**src/rtl/synccount_arb.sv**
```systemverilog
// synccount_arb: two-requester round-robin arbiter that time-shares a
// W-bit synchronous up-counter. The winner gets a cleared counter that
// counts 0..len, then a one-cycle done strobe. Each requester has its
// own gnt and done; the counter value is only advanced under this FSM.
//
//   state  | meaning
//   -------+---------------------------------------------------------
//   S_IDLE | counter parked, requests sampled, round-robin arbitration
//   S_RUN  | counter advancing for the owner, gnt of owner asserted
//   S_DONE | terminal count reached, done strobe of owner asserted

module synccount_arb #(
    parameter int W = 4
) (
    input  logic         clk_i,
    input  logic         rst_ni,
    input  logic         req0_i,
    input  logic         req1_i,
    input  logic [W-1:0] len0_i,
    input  logic [W-1:0] len1_i,
    output logic         gnt0_o,
    output logic         gnt1_o,
    output logic         done0_o,
    output logic         done1_o,
    output logic         busy_o,
    output logic [W-1:0] q_o
);

    typedef enum logic [1:0] {
        S_IDLE = 2'd0,
        S_RUN  = 2'd1,
        S_DONE = 2'd2
    } state_t;

    state_t         state_q, state_d;
    logic [W-1:0]   q_q, q_d;
    logic [W-1:0]   tgt_q, tgt_d;
    // owner: 0 = requester 0, 1 = requester 1
    logic           owner_q, owner_d;
    // rr: 1 = requester 1 preferred on a tie (requester 0 served last)
    logic           rr_q, rr_d;
    logic           gnt0_q, gnt0_d;
    logic           gnt1_q, gnt1_d;
    logic           done0_q, done0_d;
    logic           done1_q, done1_d;
    logic           busy_q, busy_d;

    logic           win1;
    logic           any_req;
    logic           at_tc;

    // Requester 1 wins when alone, or on a tie when it is the preferred one.
    assign win1    = req1_i & (~req0_i | rr_q);
    assign any_req = req0_i | req1_i;
    // tgt never exceeds 2^W-1, so a full-width compare always terminates
    // before the counter could wrap.
    assign at_tc   = (q_q == tgt_q);

    // Next-state and registered-output logic.
    always_comb begin
        state_d = state_q;
        q_d     = q_q;
        tgt_d   = tgt_q;
        owner_d = owner_q;
        rr_d    = rr_q;
        gnt0_d  = 1'b0;
        gnt1_d  = 1'b0;
        done0_d = 1'b0;
        done1_d = 1'b0;

        case (state_q)
            S_IDLE: begin
                if (any_req) begin
                    state_d = S_RUN;
                    owner_d = win1;
                    tgt_d   = win1 ? len1_i : len0_i;
                    q_d     = '0;
                    gnt0_d  = ~win1;
                    gnt1_d  = win1;
                end
            end
            S_RUN: begin
                if (at_tc) begin
                    state_d = S_DONE;
                    done0_d = ~owner_q;
                    done1_d = owner_q;
                    // The owner just finished, so the other side is preferred next.
                    rr_d    = ~owner_q;
                end else begin
                    q_d    = q_q + W'(1);
                    gnt0_d = ~owner_q;
                    gnt1_d = owner_q;
                end
            end
            S_DONE: begin
                state_d = S_IDLE;
            end
            default: begin
                state_d = S_IDLE;
            end
        endcase

        busy_d = (state_d != S_IDLE);
    end

    // State, counter and output registers.
    always_ff @(posedge clk_i or negedge rst_ni) begin
        if (!rst_ni) begin
            state_q <= S_IDLE;
            q_q     <= '0;
            tgt_q   <= '0;
            owner_q <= 1'b0;
            rr_q    <= 1'b0;
            gnt0_q  <= 1'b0;
            gnt1_q  <= 1'b0;
            done0_q <= 1'b0;
            done1_q <= 1'b0;
            busy_q  <= 1'b0;
        end else begin
            state_q <= state_d;
            q_q     <= q_d;
            tgt_q   <= tgt_d;
            owner_q <= owner_d;
            rr_q    <= rr_d;
            gnt0_q  <= gnt0_d;
            gnt1_q  <= gnt1_d;
            done0_q <= done0_d;
            done1_q <= done1_d;
            busy_q  <= busy_d;
        end
    end

    assign gnt0_o  = gnt0_q;
    assign gnt1_o  = gnt1_q;
    assign done0_o = done0_q;
    assign done1_o = done1_q;
    assign busy_o  = busy_q;
    assign q_o     = q_q;

    // Structural invariants of the arbiter.
    a_gnt_excl : assert property (@(posedge clk_i) disable iff (!rst_ni)
        !(gnt0_q && gnt1_q));
    a_done_excl : assert property (@(posedge clk_i) disable iff (!rst_ni)
        !(done0_q && done1_q));
    a_q_bounded : assert property (@(posedge clk_i) disable iff (!rst_ni)
        (state_q == S_RUN) |-> (q_q <= tgt_q));

endmodule
```
**config.mk**
```make
export PLATFORM = sky130hd
export DESIGN_NAME = synccount_arb
export DESIGN_NICKNAME = d
export VERILOG_FILES = /design/src/rtl/synccount_arb.sv
export SDC_FILE = /design/constraint.sdc
export NUM_CORES = 1
export LEC_CHECK = 0
export ABC_AREA = 0
export BUFFER_PORTS_ARGS = -buffer_cell sky130_fd_sc_hd__buf_2
export CORE_MARGIN = 10
export CORE_UTILIZATION = 50
export DETAILED_ROUTE_END_ITERATION = 6
export HOLD_SLACK_MARGIN = 0.06
export PLACE_DENSITY = 0.83
export SLEW_MARGIN = 20
export SYNTH_ARGS = -nofsm -noshare
export SYNTH_HDL_FRONTEND = slang
export SYNTH_SLANG_ARGS = --single-unit
```
**constraint.sdc**
```tcl
create_clock -name clk_i -period 1.92 [get_ports clk_i]
set_input_delay 0.384 -clock clk_i [delete_from_list [all_inputs] [get_ports clk_i]]
set_output_delay 0.384 -clock clk_i [all_outputs]
set_load 0.01 [all_outputs]
```
==> flow_metrics.py <==
metrics = {
    "logic_synthesis": {
        "synth-compound-area-share_pct": 11.5,
        "ys_ff_latch": 17,
        "synthCells": 72,
        "synth_edf_count": 0,
        "muxShareOfSynthArea_pct": 6.23,
        "ys_warn_count": 0,
        "ys.flop_type": "dfrtp_1",
        "synthXorXnorAreaFrac_pct": 5.30,
        "synthSimpleGateAreaFrac_pct": 19.6,
        "synth_cell_type_count": 29,
        "ys_seq_area_share_pct": 53.0,
        "syn_area_um2": 803,
        "async_reset_ff_share_pct": 100,
        "syn_avg_cell_area_um2": 11.2,
        "syn_nets": 85,
        "synthAdderAreaFrac_pct": 1.56,
        "synth_top_family_by_area": "simple AND/OR/NAND/NOR gates",
    },
    "worst_setup_path": {
        "path_cells": "xor2_1 -> nor4_4 -> and3b_4 -> mux2i_1",
        "cp_max_fo": 8,
        "crit_type": "register to register",
        "cp.arrival_ns": 1.86,
        "worstSetupEndpointType": "register",
        "critPathLaunchType": "register",
        "slowest_delay_ns": 0.45,
        "crit_required_ns": 2.14,
        "crit_path_top_delay_cell": "nor4_4",
    },
    "floorplan": {
        "die_width_um": 60.1,
        "row_count": 14,
        "die_h_um": 60.1,
        "coreArea_um2": 1510,
        "die-area_um2": 3610,
        "io_pins": 21,
        "initial_core_util_pct": 53.3,
    },
    "cts": {
        "cts.sinks": 17,
        "clkTransAtPathRegs_ns": 0.10,
        "cts_resized": 0,
        "clk-insertion-delay-late_ns": 0.29,
        "root_buffer": "clkbuf_4",
        "clockBufferDepth": 2,
        "h-tree-depth": 1,
        "cts_tree": "built",
        "cts_made_buffers": 3,
    },
    "power": {
        "clockPowerShare_pct": 12.0,
        "p_int_mw": 0.942,
        "p_sw_share_pct": 41.7,
        "p_comb_share_pct": 46.5,
        "report.power.total_mw": 1.62,
        "powerDensity_nw_per_um2": 1660,
        "switching_power_mw": 0.674,
        "leakagePower_nw": 0.500,
        "power_frac_seq_pct": 41.5,
        "ir_worst_vdd_uv": 945,
    },
    "sta": {
        "slew_headroom_pct": 73.0,
        "max_freq_mhz": 609,
        "holdWs_ns": 0.368,
        "setup_tns_ns": 0,
        "skew_ns": 0.00540,
        "rsz0062_at_grt": "false",
        "period_minus_slack_ns": 1.64,
        "maxSlewViolCount": 0,
        "tightestPinTransition_ns": 0.402,
        "setup_viol": 0,
        "fin_crit_sh_pct": 85.5,
        "fin_ws_ns": 0.278,
        "hold_viol": 0,
    },
    "finish": {
        "layout_common_cells": "buf_2, dfrtp_1, nand2_1",
        "mostFrequentLayoutCell": "buf_2",
        "synthToLayoutAreaGrowth_pct": 20.9,
        "postLayoutCoreUtil_pct": 64.5,
        "antenna_cells": 0,
        "drive_gt1_share_pct": 30.6,
        "n_fill_cell": 125,
        "nNetsFinal": 112,
    },
    "global_routing": {
        "grtUsageTotal_pct": 9.96,
        "grt_overflow_total": 0,
        "grt_start_max_net_pins": 19,
        "grt_first_pass_wirelength_mm": 2.82,
        "grt_pass1_vias": 642,
        "antenna_found_initial": 0,
    },
    "place": {
        "post-place-ws_ns": 0.301,
        "gp_congestion": 0.738,
        "port_buffers": 20,
        "dpl.hpwl_mm": 1.26,
    },
    "route": {
        "drt_iter0_markers": 14,
        "drc": 0,
        "ant_nets": 0,
        "routed_via_density": 5.46,
        "wl_per_cell_um": 14.5,
        "vias": 622,
        "detail_route.wirelength_mm": 1.65,
        "first_pass_iters": 4,
    },
    "run_status": {
        "status": "finished clean",
    },
    "min_path": {
        "hp-class": "input pin to register",
    },
    "flow_run": {
        "drv_cap": 0,
    },
}
[through the flow]
step           instances  area [µm²]
2_1_floorplan         72         803
3_3_place_gp         109         935
3_5_place_dp         109         935
4_1_cts              114         971
5_1_grt              114         971
6_report             114         971
[final timing paths]
path / end / cells past startpoint / start / slack (ns)
max: rr_q$_DFFE_PN0P_ / 4 / q_o[1]$_DFFE_PN0P_ / 0.28
min: tgt_q[1]$_DFFE_PN0P_ / 3 / len1_i[1] / 0.37
max reg2reg: rr_q$_DFFE_PN0P_ / 4 / q_o[1]$_DFFE_PN0P_ / 0.28
min reg2reg: gnt1_o$_DFF_PN0_ / 1 / state_q[1]$_DFF_PN0_ / 0.49
max in group asynchronous: done0_o$_DFF_PN0_ / 2 / rst_ni / 1.11
min in group asynchronous: tgt_q[2]$_DFFE_PN0P_ / 2 / rst_ni / 0.53
[layout make-up]
type                            count  area [µm²]  share of cell area [%]
Multi-Input combinational cell     49         355                    36.6
Inverter                            5        18.8                    1.93
Tap cell                           16        20.0                    2.06
Sequential cell                    17         425                    43.8
Clock buffer                        4        26.3                    2.71
Timing Repair Buffer               23         125                    12.9
[power by group through the flow]
stage	combinational (mW)	sequential, mW	clock [mW]
2_1_floorplan	0.508	0.689	0
3_3_place_gp	0.730	0.667	0
3_5_place_dp	0.758	0.674	0
4_1_cts	0.765	0.669	0.197
5_1_grt	0.861	0.699	0.206
6_report	0.752	0.670	0.194
[synthesized netlist by cell type, types with 2 or more instances]
library cell,instances,area share (%)
dfrtp_1,17,53
inv_1,5,2.3
nand2_1,8,3.7
nor2_1,2,0.93
o21ai_1,2,1.2
nand3_1,5,3.1
a31oi_1,2,1.6
xor2_1,3,3.3
o21ai_0,4,2.5
mux2i_1,5,6.2
[layer usage]
layer | up-vias | share of wire (%) | track usage [%]
li1 | 310 | - | -
met1 | 287 | 44 | 11.8
met2 | 21 | 47 | 15.7
met3 | 4 | 7.3 | 3.18
met4 | 0 | 2.2 | 4.81
met5 | - | 0 | 0
[registers in the layout, indices dropped and copies added (netlist names)]
register,flops
state_q,2
gnt1_o,1
q_o,4
owner_q,1
tgt_q,4
rr_q,1
done1_o,1
gnt0_o,1
busy_o,1
done0_o,1
[kinds of logic (layout without fill, tap and decap cells)]
family                     after synthesis  count (layout)
and+or+nand+nor                         25              25
muxes                                    5               5
DFF                                     17              17
AOI/OAI and AO/OA                       14              14
adders and majority gates                1               1
buffers and inverters                    6              32
xor gates and xnor gates                 4               4
[timing repair]
action                    CTS  global route
setup buffers               0             0
hold endpoints to repair   17             0
hold buffers                1             0
[worst max-delay path, delay by kind of cell, from the launching register on]
| kind | cells | cell delay (ns) |
|---|---|---|
| DFF | 1 | 0.44 |
| and+or+nand+nor | 2 | 0.74 |
| muxes | 1 | 0.19 |
| xor gates and xnor gates | 1 | 0.20 |
(Power assumes the default switching activity.)
